File: src/rtl/irq_event_pkg.sv
// Shared register map, STATUS bit positions and helpers for irq_event_ctrl.
package irq_event_pkg;

  localparam int unsigned IRQ_ID_WIDTH   = 5;
  localparam int unsigned STATUS_IRQ_BIT = 31;
  localparam int unsigned STATUS_EVT_BIT = 30;

  // Word index taken from PADDR[4:2]
  typedef enum logic [2:0] {
    RegIrqEnable  = 3'd0,
    RegIrqPending = 3'd1,
    RegIrqSet     = 3'd2,
    RegIrqClear   = 3'd3,
    RegEvtEnable  = 3'd4,
    RegEvtPending = 3'd5,
    RegEvtClear   = 3'd6,
    RegStatus     = 3'd7
  } reg_idx_e;

  // Index of the lowest set bit; 0 when the vector is empty.
  function automatic logic [IRQ_ID_WIDTH-1:0] lowest_set_idx(input logic [31:0] vec);
    logic [IRQ_ID_WIDTH-1:0] idx;
    idx = '0;
    for (int i = 31; i >= 0; i--) begin
      if (vec[i]) idx = IRQ_ID_WIDTH'(i);
    end
    return idx;
  endfunction

endpackage

File: src/rtl/line_edge_detect.sv
// Per-line rising-edge detector. With IRQ_EVENT_SYNC_EN defined, each line first
// passes through a 2-flop synchronizer so lines may be asynchronous to HCLK.
module line_edge_detect #(
  parameter int unsigned WIDTH = 32
) (
  input  logic             HCLK,
  input  logic             HRESETn,
  input  logic [WIDTH-1:0] lines_i,
  output logic [WIDTH-1:0] edge_o
);

  logic [WIDTH-1:0] sampled;
  logic [WIDTH-1:0] prev_q;

`ifdef IRQ_EVENT_SYNC_EN
  logic [WIDTH-1:0] sync1_q;
  logic [WIDTH-1:0] sync2_q;

  always_ff @(posedge HCLK or negedge HRESETn) begin
    if (!HRESETn) begin
      sync1_q <= '0;
      sync2_q <= '0;
    end else begin
      sync1_q <= lines_i;
      sync2_q <= sync1_q;
    end
  end

  assign sampled = sync2_q;
`else
  assign sampled = lines_i;
`endif

  // prev resets to 0 so a line already high at reset release yields one edge
  always_ff @(posedge HCLK or negedge HRESETn) begin
    if (!HRESETn) begin
      prev_q <= '0;
    end else begin
      prev_q <= sampled;
    end
  end

  assign edge_o = sampled & ~prev_q;

endmodule

File: src/rtl/irq_event_ctrl.sv
// APB interrupt/event collector: edge-detects lines into pending bits, masks them and
// drives irq_o/irq_id_o/event_o. Define IRQ_EVENT_SYNC_EN to synchronize input lines.
module irq_event_ctrl
  import irq_event_pkg::*;
#(
  parameter int unsigned APB_ADDR_WIDTH = 12,
  parameter int unsigned NUM_LINES      = 32
) (
  input  logic                      HCLK,
  input  logic                      HRESETn,
  input  logic [APB_ADDR_WIDTH-1:0] PADDR,
  input  logic [31:0]               PWDATA,
  input  logic                      PWRITE,
  input  logic                      PSEL,
  input  logic                      PENABLE,
  output logic [31:0]               PRDATA,
  output logic                      PREADY,
  output logic                      PSLVERR,
  input  logic [NUM_LINES-1:0]      irq_lines_i,
  input  logic [NUM_LINES-1:0]      event_lines_i,
  input  logic                      irq_ack_i,
  input  logic [IRQ_ID_WIDTH-1:0]   irq_ack_id_i,
  output logic                      irq_o,
  output logic [IRQ_ID_WIDTH-1:0]   irq_id_o,
  output logic                      event_o
);

  logic                 apb_write;
  logic                 apb_read;
  reg_idx_e             reg_idx;
  logic [NUM_LINES-1:0] wdata_lines;
  logic [31:0]          rdata;

  logic [NUM_LINES-1:0] irq_en_q, irq_en_d;
  logic [NUM_LINES-1:0] irq_pend_q, irq_pend_d;
  logic [NUM_LINES-1:0] evt_en_q, evt_en_d;
  logic [NUM_LINES-1:0] evt_pend_q, evt_pend_d;

  logic [NUM_LINES-1:0] irq_edge;
  logic [NUM_LINES-1:0] evt_edge;
  logic [NUM_LINES-1:0] irq_set_sw;
  logic [NUM_LINES-1:0] irq_clr_sw;
  logic [NUM_LINES-1:0] evt_clr_sw;
  logic [NUM_LINES-1:0] ack_mask;
  logic [NUM_LINES-1:0] irq_active;
  logic [NUM_LINES-1:0] evt_active;

  logic unused_apb;

  assign apb_write   = PSEL && PENABLE && PWRITE;
  assign apb_read    = PSEL && PENABLE && !PWRITE;
  assign reg_idx     = reg_idx_e'(PADDR[4:2]);
  assign wdata_lines = PWDATA[NUM_LINES-1:0];
  assign unused_apb  = ^{PADDR[APB_ADDR_WIDTH-1:5], PADDR[1:0], PWDATA};

  assign PREADY  = 1'b1;
  assign PSLVERR = 1'b0;

  line_edge_detect #(
    .WIDTH (NUM_LINES)
  ) u_irq_edge (
    .HCLK    (HCLK),
    .HRESETn (HRESETn),
    .lines_i (irq_lines_i),
    .edge_o  (irq_edge)
  );

  line_edge_detect #(
    .WIDTH (NUM_LINES)
  ) u_evt_edge (
    .HCLK    (HCLK),
    .HRESETn (HRESETn),
    .lines_i (event_lines_i),
    .edge_o  (evt_edge)
  );

  always_comb begin
    irq_en_d   = irq_en_q;
    evt_en_d   = evt_en_q;
    irq_set_sw = '0;
    irq_clr_sw = '0;
    evt_clr_sw = '0;
    if (apb_write) begin
      unique case (reg_idx)
        RegIrqEnable: irq_en_d   = wdata_lines;
        RegIrqSet:    irq_set_sw = wdata_lines;
        RegIrqClear:  irq_clr_sw = wdata_lines;
        RegEvtEnable: evt_en_d   = wdata_lines;
        RegEvtClear:  evt_clr_sw = wdata_lines;
        default: ;
      endcase
    end
  end

  // Out-of-range ack IDs match no line and therefore clear nothing
  always_comb begin
    ack_mask = '0;
    for (int unsigned i = 0; i < NUM_LINES; i++) begin
      if (irq_ack_i && (irq_ack_id_i == IRQ_ID_WIDTH'(i))) ack_mask[i] = 1'b1;
    end
  end

  // Sets are OR-ed in after clears so a simultaneous set always wins
  assign irq_pend_d = (irq_pend_q & ~(irq_clr_sw | ack_mask)) | irq_edge | irq_set_sw;
  assign evt_pend_d = (evt_pend_q & ~evt_clr_sw) | evt_edge;

  always_ff @(posedge HCLK or negedge HRESETn) begin
    if (!HRESETn) begin
      irq_en_q   <= '0;
      irq_pend_q <= '0;
      evt_en_q   <= '0;
      evt_pend_q <= '0;
    end else begin
      irq_en_q   <= irq_en_d;
      irq_pend_q <= irq_pend_d;
      evt_en_q   <= evt_en_d;
      evt_pend_q <= evt_pend_d;
    end
  end

  assign irq_active = irq_pend_q & irq_en_q;
  assign evt_active = evt_pend_q & evt_en_q;
  assign irq_o      = |irq_active;
  assign irq_id_o   = lowest_set_idx(32'(irq_active));
  assign event_o    = |evt_active;

  always_comb begin
    rdata = '0;
    unique case (reg_idx)
      RegIrqEnable:  rdata = 32'(irq_en_q);
      RegIrqPending: rdata = 32'(irq_pend_q);
      RegEvtEnable:  rdata = 32'(evt_en_q);
      RegEvtPending: rdata = 32'(evt_pend_q);
      RegStatus: begin
        rdata[STATUS_IRQ_BIT]     = irq_o;
        rdata[STATUS_EVT_BIT]     = event_o;
        rdata[IRQ_ID_WIDTH-1:0]   = irq_id_o;
      end
      default: rdata = '0;
    endcase
  end

  assign PRDATA = apb_read ? rdata : '0;

endmodule

File: config.mk
export PLATFORM = sky130hd
export DESIGN_NAME = irq_event_ctrl
export DESIGN_NICKNAME = d
export VERILOG_FILES = /design/src/rtl/irq_event_pkg.sv /design/src/rtl/line_edge_detect.sv /design/src/rtl/irq_event_ctrl.sv
export SDC_FILE = /design/constraint.sdc
export NUM_CORES = 1
export LEC_CHECK = 0
export BUFFER_PORTS_ARGS = -buffer_cell sky130_fd_sc_hd__buf_2
export CORE_MARGIN = 5
export CORE_UTILIZATION = 30
export CTS_BUF_LIST = sky130_fd_sc_hd__clkbuf_4
export CTS_CLUSTER_SIZE = 20
export DETAILED_ROUTE_END_ITERATION = 10
export REMOVE_ABC_BUFFERS = 1
export SYNTH_ARGS = -nofsm -noshare
export SYNTH_HDL_FRONTEND = slang
export SYNTH_SLANG_ARGS = --single-unit
File: constraint.sdc
create_clock -name HCLK -period 2.12 [get_ports HCLK]
set_input_delay 0.424 -clock HCLK [delete_from_list [all_inputs] [get_ports HCLK]]
set_output_delay 0.424 -clock HCLK [all_outputs]
set_load 0.05 [all_outputs]
# After elaboration in Yosys (flattened, before gate mapping)
# Index checks and enable logic that the tools add are counted.
# word_totals
ff_bits	192
inputBits	119
output_inout_bits	41
elab_cells	174
# op_classes
eq_ne	38
muxes	74
bitwise	14
n_reduce_logical	42
# ops
op	count
two-way mux 32 bit	7
AND 32 bit	6
two-way mux 5 bit	32
NOT 32 bit	4
OR 32 bit	4
one-hot mux 25 bit (4 select lines)	1
equality test 5 bit (second input constant)	16
OR reduction 32 bit	2
equality test 5 x 4 -> 1 bit (second input constant)	8
logical AND 1 bit	35
two-way mux 1 bit	32
one-hot mux 5 bit (5 select lines)	1
equality test 5 x 3 -> 1 bit (second input constant)	4
equality test 3 bit (second input constant)	4
equality test 5 x 2 -> 1 bit (second input constant)	2
one-hot mux 2 bit (5 select lines)	1
equality test 3 x 2 -> 1 bit (second input constant)	2
equality test 5 x 1 -> 1 bit (second input constant)	1
zero test 5 bit	1
AND reduction 2 bit	2
equality test 3 x 1 -> 1 bit (second input constant)	1
zero test 3 bit	1
zero test 1 bit	1

# Longest topological paths before layout
# Gate-level depths: netlist (run 1).
# logic_depth
ltp_word	35
ltp_mapped	7
depth_no_buf	6

# Cells and area by module
# Synthesis (run 1) repeated with hierarchy kept, for this count alone.
# hier_totals
hier_cells	762
hier_area_um2	9300.2
# modules_own_cells
mod	instances	cells_each	area_each_um2	seq_area_each_um2
irq_event_ctrl	1	634	6817.8	3203.1
line_edge_detect	2	64	1241.2	800.8

# Worst setup path after synthesis (run 1)
# No wires, ideal clock.
# synth_path
kind	register to output
startpoint	register irq_pend_q[19]
endpoint	output PRDATA[3]
t_arrival_ps	3148
required_time_ps	1696
path_slack_ps	-1452
path_stages_with_launch	7
n_path_buf	0
path_cell_list	dfrtp_1 > a22o_1 > nor4b_1 > a21oi_1 > nor3_1 > nand2_1 > a31oi_1
# synth_via
elab_chain_len	23
# synth_rtl
element	line	text
start: declaration	irq_event_ctrl.sv:35	logic [NUM_LINES-1:0] irq_pend_q, irq_pend_d;
start signal: assignment	irq_event_ctrl.sv:115	irq_pend_q <= irq_pend_d;
AND 32 bit	irq_event_ctrl.sv:121	assign irq_active = irq_pend_q & irq_en_q;
two-way mux 5 bit (20 in series)	irq_event_pkg.sv:25	if (vec[i]) idx = IRQ_ID_WIDTH'(i);
named net irq_id_o[3]	irq_event_ctrl.sv:24	output logic [IRQ_ID_WIDTH-1:0] irq_id_o,
one-hot mux 5 bit (5 select lines)	irq_event_ctrl.sv:129	unique case (reg_idx)
two-way mux 32 bit	irq_event_ctrl.sv:143	assign PRDATA = apb_read ? rdata : '0;
end: declaration	irq_event_ctrl.sv:16	output logic [31:0] PRDATA,
# The timed path passes the listed nets, and every way through them passes these cells.

# Final worst setup path (run 1)
# layout_path
startpoint	register irq_en_q[23]
endpoint	output PRDATA[0]
# layout_via
elab_chain_len	27
# layout_rtl
element	line	text
start: declaration	irq_event_ctrl.sv:34	logic [NUM_LINES-1:0] irq_en_q, irq_en_d;
start signal: assignment	irq_event_ctrl.sv:114	irq_en_q <= irq_en_d;
AND 32 bit	irq_event_ctrl.sv:121	
two-way mux 5 bit (24 in series)	irq_event_pkg.sv:25	
one-hot mux 5 bit (5 select lines)	irq_event_ctrl.sv:129	
two-way mux 32 bit	irq_event_ctrl.sv:143	
# No other way between the ends.

==> results.txt, run 1 <==
The flow ran to the end, but the final reports show violations. The checks that failed: negative setup slack. VDD sags by at most ~0.00033 V. The weighted congestion at the end of routability-driven global placement is 0.938.

The path class of the tightest hold or removal check is primary input to flop. The total global routing track utilization is 0.198. The width of the die is 179 µm. Among all flip-flop cells after synthesis, the most frequent one is sky130_fd_sc_hd__dfrtp_1. Counting stages on the worst path, the most repeated cell is sky130_fd_sc_hd__a221oi_2.

The total wire length is 31.7 mm. The via count of the first global-routing pass came out at 8564. The buffer levels on the longest clock path is 2. The number of nets at the end of the flow came out at approximately 1300. By count the netlist is led by 192 x sky130_fd_sc_hd__dfrtp_1, 92 x sky130_fd_sc_hd__a22oi_1, 90 x sky130_fd_sc_hd__a21oi_1. The transition at the pin with the smallest max-transition slack is 0.557 ns.

The largest net degree at the start of global routing is 53. The critical path data required time came out at ~1.7 ns. The total clock buffers created by CTS is 17. Measured against the total synthesized area, the mux share comes to 0.0844. The count of final max-slew check failures is 0. The core area is 27900 µm². The slowest stage of the critical path belongs to the cell sky130_fd_sc_hd__dfrtp_1. The synthesis warning total is 0. The startpoint of the lowest-slack register-to-register path is irq_pend_q[21]. The cell count after placement is 1481.

The max-capacitance violation count came out at 0. Of the post-synthesis cell area, the dominant cell type holds 0.563. The final critical-path share of the clock period is 1.37. The number of detailed-routing iterations run before antenna repair came out at 5. The netlist area before placement is ~8500 µm². The worst setup path is launched from a flop. The number of setup violations in the final report came out at 22.

Global routing finished with a remaining overflow of 0. The worst setup path is of the flop to output pin kind. In this run, distinct cell masters in the synthesized netlist total 44. The post-synthesis instance total came out at 790. Tracing the worst setup path back leads to its startpoint at irq_en_q[23]. For the worst-skew pair, the clock arrives at the later sink with an insertion delay of 0.62 ns.

STA classifies the critical path endpoint as an output pin. The effective utilization at floorplan came out at 0.306. Of the cells placed in the final design, the portion with a size suffix greater than 1 is 0.481.

The area fraction in and, or, nand and nor cells after synthesis is 0.0614. After synthesis, the share of flip-flops with an asynchronous set or reset is 1.00. The dominant combinational cell family by area after synthesis is compound AO/OA/AOI/OAI gates.

The synthesized area divided by synthesized cell count came out at 10.8 µm². The number of antenna violations at the first check in global routing is 4. The total number of vias came out at 8135.

The count of nets left with antenna violations once routing finished came out at 0. Of the total synthesized cell area, the portion taken by XOR and XNOR cells is 0. The worst hold path begins at PWDATA[1]. The CTS sink count is 192. The first global-routing pass estimated between 40 and 50 mm of wire.

For this run, the slowest stage of the critical path takes between 0.4 and 0.5 ns. The flip-flop and latch count after synthesis is 192. The data arrival at the endpoint of the critical path came out at 2.49 ns. Static timing analysis puts the maximum clock frequency at 343 MHz. The post-layout worst setup margin came out at -0.794 ns. The most common cell in the synthesized netlist is sky130_fd_sc_hd__dfrtp_1. For this run, the register share of the synthesized area comes to 0.563.

The headroom to the max-slew limit came out at 0.629. Summed over all nets, the half-perimeter wirelength after detailed placement is 22.6 mm. The smallest clock period supported by the final layout is computed as 2.91 ns.

The analysis attributes to cell leakage a power of 0.00598 µW. Before CTS, the worst setup slack after placement is -0.476 ns. After the first detailed-routing iteration, the DRC count stood at 535. The number of hold violations in the final report came to 0. The biggest area contributor in the post-synthesis netlist is sky130_fd_sc_hd__dfrtp_1.

Setup repair after global routing could not meet its margin everywhere. The vertical die dimension came out at 179 µm. In the routed layout, each cell is associated on average with a via count of between 5 and 6. The maximum clock skew at final layout is 0.0143 ns. The number of H-tree levels came out at 4. The area overhead of the layout relative to synthesis came out at 59.2%. Clock tree synthesis selected as its root buffer the cell sky130_fd_sc_hd__clkbuf_4.

In this design, the largest share of critical-path delay is due to compound AO/OA/AOI/OAI gates. The average wire per standard cell came out at 19.8 µm. The critical path goes through nand2_1 > a32o_2 > a221oi_2 > a221oi_2 > o21a_2 > o31ai_4 > buf_8.

The number of flops mapped to enable cells by yosys is 0. The number of remaining DRC errors came out at 0. In the final timing run, aggregate negative setup slack is -10.02 ns.

The number of buffer cells added on primary ports came out at 148. The post-synthesis adder-cell area fraction came out at 0. The power per unit of standard cell area is between 600 and 700 nW/µm². TritonCTS built the clock tree. The area fraction in compound gates after synthesis is 0.243. The post-CTS clock slew at the launch and capture registers of the worst setup and hold paths came out at ~0.17 ns.

The number of placed I/O pins is 160. The full die area came out at roughly 32000 µm². The count of standard-cell rows is 61.

Yosys attributes the largest share of cell area to sky130_fd_sc_hd__dfrtp_1 56%, sky130_fd_sc_hd__a22oi_1 8.1%, sky130_fd_sc_hd__mux2_2 7.8%. The number of buffer and inverter stages on the critical path is 1. Final hold analysis gives a worst-case slack of 0.0821 ns. After the flow finishes, the layout carries non-filler instances totaling 1603.

The worst-path maximum fanout came out at 3.
-- logic make-up (layout without fill, tap and decap cells) --
kind of cell,after synthesis,count (layout)
AOI/OAI and AO/OA,320,320
buffers and inverters,102,535
DFF,192,192
muxes,64,64
other,2,4
and+or+nand+nor,110,110
-- sequential cells by signal, summed over array words and instances (netlist names) --
register and count:
u_evt_edge.prev_q 32, irq_en_q 32, evt_en_q 32, evt_pend_q 32
irq_pend_q 32, u_irq_edge.prev_q 32
-- final cells by class --
| cell class | instances | area, µm² |
|---|---|---|
| inverter | 64 | 240 |
| clock buffer | 17 | 128 |
| fill | 2577 | 14300 |
| timing repair buffer | 439 | 3810 |
| clock inverter | 15 | 174 |
| antenna | 2 | 5.00 |
| sequential | 192 | 4810 |
| tap | 378 | 473 |
| multi-input combinational | 496 | 3950 |
-- path summary, 6_finish.rpt --
check | to | slack [ns] | depth (start not counted)
worst max-delay path | PRDATA[0] | -0.79 | 7
worst min-delay path | irq_pend_q[1] | 0.08 | 3
worst max register to register | irq_pend_q[21] | 0.94 | 6
worst min register to register | irq_pend_q[16] | 0.42 | 1
max in group asynchronous | irq_en_q[27] | 1.14 | 3
min in group asynchronous | u_evt_edge.prev_q[19] | 0.33 | 2
-- report_power, final --
part	total, µW	internal [µW]	switching, µW
sequential	4260	4010	250
clock	2160	740	1420
combinational	2940	1560	1380
total	9360	6310	3060
-- worst reg2reg max path: stages, from the launching register on --
cell and delay (ns):
sky130_fd_sc_hd__dfrtp_1 0.43, sky130_fd_sc_hd__buf_6 0.12, sky130_fd_sc_hd__buf_4 0.12, sky130_fd_sc_hd__o21ai_0 0.07, sky130_fd_sc_hd__a21oi_1 0.07, sky130_fd_sc_hd__a21oi_1 0.16
sky130_fd_sc_hd__o21ai_0 0.12
-- routing by layer --
metal | GRT usage | up-vias | routed length [µm] | share of wire
li1 | - | 3752 | - | -
met1 | 0.263 | 4059 | 13900 | 0.44
met2 | 0.328 | 270 | 15200 | 0.48
met3 | 0.0426 | 50 | 1860 | 0.059
met4 | 0.0556 | 4 | 671 | 0.021
met5 | 0 | - | 32 | 0.0010
-- through the flow --
step / power (µW) / area [µm²] / utilization
final: 9360 / 13600 / 0.486
after global routing: 9800 / 13600 / 0.486
after CTS: 9220 / 13300 / 0.476
after detailed placement: 6590 / 11400 / 0.407
after global placement: 6550 / 11400 / 0.407
after floorplan: 5240 / 8370 / -
-- timing repair --
| action | 4_1_cts | 5_1_grt |
|---|---|---|
| endpoints found under the setup margin | 39 | 39 |
| pin swaps | 60 | 54 |
| gates resized for setup | 215 | 60 |
| buffers inserted | 22 | 20 |
| endpoints found under the hold margin | 117 | 0 |
| cloned | 2 | 0 |
| hold buffers | 65 | 0 |
-- layout by cell type, fill, tap and decap left out, types with 3 or more instances in the layout --
master / instances
sky130_fd_sc_hd__a21oi_1: 64
sky130_fd_sc_hd__a21oi_2: 26
sky130_fd_sc_hd__a221oi_2: 3
sky130_fd_sc_hd__a22o_1: 40
sky130_fd_sc_hd__a22oi_1: 38
sky130_fd_sc_hd__a22oi_2: 54
sky130_fd_sc_hd__a31oi_1: 3
sky130_fd_sc_hd__a31oi_4: 4
sky130_fd_sc_hd__a32o_1: 5
sky130_fd_sc_hd__buf_12: 17
sky130_fd_sc_hd__buf_2: 106
sky130_fd_sc_hd__buf_4: 159
sky130_fd_sc_hd__buf_6: 80
sky130_fd_sc_hd__buf_8: 10
sky130_fd_sc_hd__clkbuf_4: 17
sky130_fd_sc_hd__clkinv_4: 3
sky130_fd_sc_hd__dfrtp_1: 189
sky130_fd_sc_hd__dfrtp_2: 3
sky130_fd_sc_hd__dlygate4sd3_1: 65
sky130_fd_sc_hd__inv_1: 64
sky130_fd_sc_hd__inv_6: 4
sky130_fd_sc_hd__inv_8: 3
sky130_fd_sc_hd__mux2_1: 5
sky130_fd_sc_hd__mux2_2: 59
sky130_fd_sc_hd__nand2_1: 60
sky130_fd_sc_hd__nand2_4: 3
sky130_fd_sc_hd__nand2b_1: 4
sky130_fd_sc_hd__nand3_1: 6
sky130_fd_sc_hd__nand4_1: 7
sky130_fd_sc_hd__nor2_2: 4
sky130_fd_sc_hd__nor2b_1: 3
sky130_fd_sc_hd__nor3_2: 3
sky130_fd_sc_hd__o21ai_0: 57
sky130_fd_sc_hd__o21ai_1: 8
No activity file was read; power rests on OpenSTA's default activity.
==> inputs of run 2 (changes only) <==
--- a/config.mk
+++ b/config.mk
@@ -5,6 +5,7 @@
 export SDC_FILE = /design/constraint.sdc
 export NUM_CORES = 1
 export LEC_CHECK = 0
+export ABC_AREA = 1
 export BUFFER_PORTS_ARGS = -buffer_cell sky130_fd_sc_hd__buf_2
 export CORE_MARGIN = 5
 export CORE_UTILIZATION = 30
@@ -15,3 +16,4 @@
 export SYNTH_ARGS = -nofsm -noshare
 export SYNTH_HDL_FRONTEND = slang
 export SYNTH_SLANG_ARGS = --single-unit
+export TNS_END_PERCENT = 50
==> results.txt, run 2 <==
The worst reg-to-reg path cell count is 6 (unchanged). The number of instances on the worst hold path is 3 (unchanged). The cell internal power dissipation is 6210 µW (-1.5%). The longest individual stage delay on the worst path came out at 0.39 ns (-0.08 ns). The initial detailed-routing violation count came out at 645 (+21%). The number of nets with antenna violations after routing was 0 (unchanged). The number of detailed-routing iterations run before antenna repair came out at 6 (+1). The post-detailed-route via-to-cell ratio is 4.83 (-4.9%).

TritonCTS built the clock tree. The netlist area before placement is 8650 µm² (+1.4%). The portion of total power attributed to sequential cells came out at 0.452 (-0.003).

The switching power is 3140 µW (+2.6%). The count of filler cells inserted in the layout is 2709 (+5.1%). The biggest area contributor in the post-synthesis netlist is sky130_fd_sc_hd__dfrtp_1. The total clock buffers created by CTS came out at 17 (unchanged). In this run the critical register-to-register path is launched from irq_pend_q[31]. The path with the worst hold slack has its endpoint at evt_en_q[14]. The number of buffer cells added on primary ports came to 148 (unchanged).

The total global routing track utilization is 0.189 (-0.00887). The core area is 28600 µm² (+2.5%). The number of nets at the end of the flow was 1469 (+11%). The final reports fail on negative setup slack. The final critical-path share of the clock period came out at 1.67 (+0.293). The area used by sequential logic in the layout is 4800 µm² (about the same). The post-layout worst setup margin is -1.41 ns (-0.620 ns). The placed wire-length estimate came out at 22.5 mm (-0.49%).

The total number of vias is 8445 (+3.8%). The number of remaining DRC errors was 0 (unchanged). The largest net degree at the start of global routing is 66 (+25%). The power per unit of standard cell area came out at 705 nW/µm² (+2.3%). The static leakage is 0.00608 µW (+1.6%). Compared with the post-synthesis result, the final layout area differs by 53.2%. The headroom to the max-slew limit came out at 0.618 (-0.0105). The worst setup path is captured at an output pin.

The synthesis warning total is 0 (unchanged). The share of total power consumed by net switching is 0.335 (+0.00905). The CTS sink count came to 192 (unchanged). The relative contribution of combinational cells to total power was 0.314 (about the same).

The highest-delay cell along the critical path is sky130_fd_sc_hd__dfrtp_1. In the layout the commonest cells are 192 x sky130_fd_sc_hd__dfrtp_1, 184 x sky130_fd_sc_hd__nand2_1, 168 x sky130_fd_sc_hd__buf_4. The maximum vdd drop came to 0.000424 V (+30%). The number of flops mapped to enable cells by yosys was 0 (unchanged).

The full die area is 32300 µm² (+1.3%). The total wire length is 30.9 mm (-2.6%). The multi-input logic area is 3700 µm² (-6.3%). The number of H-tree levels came out at 4 (unchanged). Among all cell types in the netlist, the one instantiated most often is sky130_fd_sc_hd__nand2_1. The global-route wire length before repair came out at 48.8 mm (+0.38%). The number of antenna violations at the first check in global routing came out at 5 (+1). The post-synthesis instance total came out at 956 (+21%).

The most used flip-flop cell after synthesis is sky130_fd_sc_hd__dfrtp_1. The fraction of layout cells with a size suffix above 1 came out at 0.379 (-0.102). The data arrival at the endpoint of the critical path came to 3.11 ns (+0.62 ns). The share of synthesized area occupied by flip-flops and latches came out at 0.555 (-0.00773). The total congestion overflow came out at 0 (unchanged).

The post-CTS clock slew at the launch and capture registers of the worst setup and hold paths came out at 0.19 ns (+0.02 ns). The async set-or-reset flop fraction in the synthesized netlist came out at 1.00 (unchanged). The count of standard-cell rows is 62 (+1.6%). The root buffer cell chosen for the clock tree is sky130_fd_sc_hd__clkbuf_4. The weighted congestion at the end of routability-driven global placement is 0.834 (-11%). The library cell used most frequently in the layout, excluding fill and tap cells, is sky130_fd_sc_hd__dfrtp_1. The average wire per standard cell came out at 17.6 µm (-11%). The flop-to-flop setup slack is 1.05 ns (+0.11 ns). The worst hold path begins at PWDATA[14]. The buffer levels on the longest clock path came to 2 (unchanged). After synthesis, the cell types taking the most area are sky130_fd_sc_hd__dfrtp_1 56%, sky130_fd_sc_hd__nand2_1 9.4%, sky130_fd_sc_hd__o21ai_1 6.2%. The maximum clock skew at final layout is 0.0367 ns (+0.0224 ns). The distinct cell type count after synthesis came out at 31 (-30%). The width of the die is 180 µm (+0.65%). The clock period minus final worst setup slack is 3.53 ns (+0.620 ns).

The flow ran to the end, but the final reports show violations. The effective utilization at floorplan came out at 0.302 (-0.00322). The top-area cell type share of the netlist area is 0.555 (-0.00773). The number of setup violations in the final report is 35 (+59%). The max-capacitance violation count came out at 0 (unchanged). The transition at the pin with the smallest max-transition slack came out at 0.572 ns (+0.0157 ns). The setup slack after placement came out at -0.806 ns (-0.330 ns).

The total power is 9350 µW (-0.15%). The worst hold path belongs to the class primary input to flop. The number of placed I/O pins came out at 160 (unchanged). In this design, the critical path's most frequently occurring cell is sky130_fd_sc_hd__nand2_1.

The maximum clock frequency was 283 MHz (-18%). The clock latency of the later-clocked register in the worst-skew pair is 0.60 ns (-0.02 ns). The path type of the worst setup path is flop to output pin.

The via count of the first global-routing pass is 8761 (+2.3%). The part of the power in the clock network came out at 0.234 (+0.003). The worst-path maximum fanout was 2 (-1).

The synthesized area divided by synthesized cell count is 9.05 µm² (-16%). The flip-flop and latch count after synthesis is 192 (unchanged). The critical path data required time is 1.70 ns (about the same). The post-layout utilization of the core came out at 0.463 (-0.0233). The vertical die dimension came out at 180 µm (+0.65%). After synthesis, the most frequently instantiated cells are 216 x sky130_fd_sc_hd__nand2_1, 192 x sky130_fd_sc_hd__dfrtp_1, 110 x sky130_fd_sc_hd__inv_1. The number of hold violations in the final report came out at 0 (unchanged).

The endpoint of the lowest-slack register-to-register path is irq_pend_q[31]. The count of final max-slew check failures came out at 0 (unchanged). Setup repair after global routing could not meet its margin everywhere. The worst setup path is launched from a flop.
-- run 2: cell count changes in the layout (fill, tap and decap cells not counted), sizes merged, moves of 30 or more --
cell | before | now
nand2 | 64 | 221
o211ai | 1 | 31
inv | 71 | 131
a22o | 40 | 0
a221oi | 3 | 35
o221ai | 0 | 34
nor2 | 7 | 73
mux2 | 64 | 31
a21oi | 90 | 6
o21ai | 67 | 113
a22oi | 92 | 0
-- run 2: layer usage --
| layer | global-route usage | wire (µm) | part of all wire | up-vias |
|---|---|---|---|---|
| met2 | 0.315 | 14800 | 0.48 | 276 |
| met1 | 0.251 | 13700 | 0.44 | 4071 |
| li1 | - | - | - | 4049 |
| met3 | 0.0414 | 1820 | 0.059 | 45 |
| met4 | 0.0509 | 595 | 0.019 | 4 |
| met5 | 0 | 14 | 0.00045 | - |
-- run 2: per-stage QoR --
stage	cells	instance area (µm²)	hold WS [ns]	setup TNS (ns)
after floorplan	916	8500	0.128	-106.64
after global placement	1623	11200	0.393	-6.57
after detailed placement	1623	11200	0.398	-6.56
after CTS	1737	13000	0.00450	-12.81
after global routing	1750	13300	0.00110	-17.84
final	1750	13300	0.0512	-12.61
-- run 2: worst max-delay path by stage --
stage | endpoint | cells after the start | start | slack (ns)
global placement | PRDATA[0] | 34 | irq_pend_q[30] | -0.80
floorplan | PRDATA[1] | 3 | PADDR[4] | -1.56
CTS | PRDATA[0] | 34 | irq_pend_q[30] | -1.36
global route | PRDATA[0] | 34 | irq_pend_q[30] | -1.75
finish | PRDATA[0] | 35 | irq_pend_q[31] | -1.41
detailed placement | PRDATA[0] | 34 | irq_pend_q[30] | -0.81
-- run 2: layout make-up --
cell class	instances	share of cell area
sequential	192	0.362
multi-input combinational	591	0.279
timing repair buffer	415	0.259
inverter	133	0.0381
tap	384	0.0362
clock inverter	15	0.0147
clock buffer	17	0.00963
antenna	3	0.000566
-- run 2: what timing repair did --
| action | CTS | global route |
|---|---|---|
| hold buffers | 65 | 0 |
| resized for setup | 178 | 53 |
| buffers inserted | 21 | 11 |
| endpoints found under the hold margin | 128 | 0 |
| setup endpoints to repair | 39 | 39 |
| pin swaps | 40 | 35 |
-- run 2: cells by family (layout without fill, tap and decap cells) --
group | Yosys count | count (layout) | share of synthesized area
other | 2 | 5 | 0.000868
and+or+nand+nor | 306 | 306 | 0.137
muxes | 31 | 31 | 0.0403
DFF | 192 | 192 | 0.555
AOI/OAI and AO/OA | 252 | 252 | 0.190
buffers and inverters | 173 | 580 | 0.0759
-- run 2: worst max-delay path, delay by kind of cell (launching register included) --
family	cells	cell delay, ns
flops	1	0.39
simple gates	32	1.77
buf+inv	2	0.22
compound gates	1	0.14
-- run 2: power groups by stage --
| stage | clock network (µW) | logic (µW) | registers (µW) |
|---|---|---|---|
| 2_1_floorplan | 0 | 1050 | 4260 |
| 3_3_place_gp | 0 | 2220 | 4260 |
| 3_5_place_dp | 0 | 2250 | 4280 |
| 4_1_cts | 2260 | 2750 | 4220 |
| 5_1_grt | 2410 | 3180 | 4270 |
| 6_report | 2180 | 2940 | 4230 |
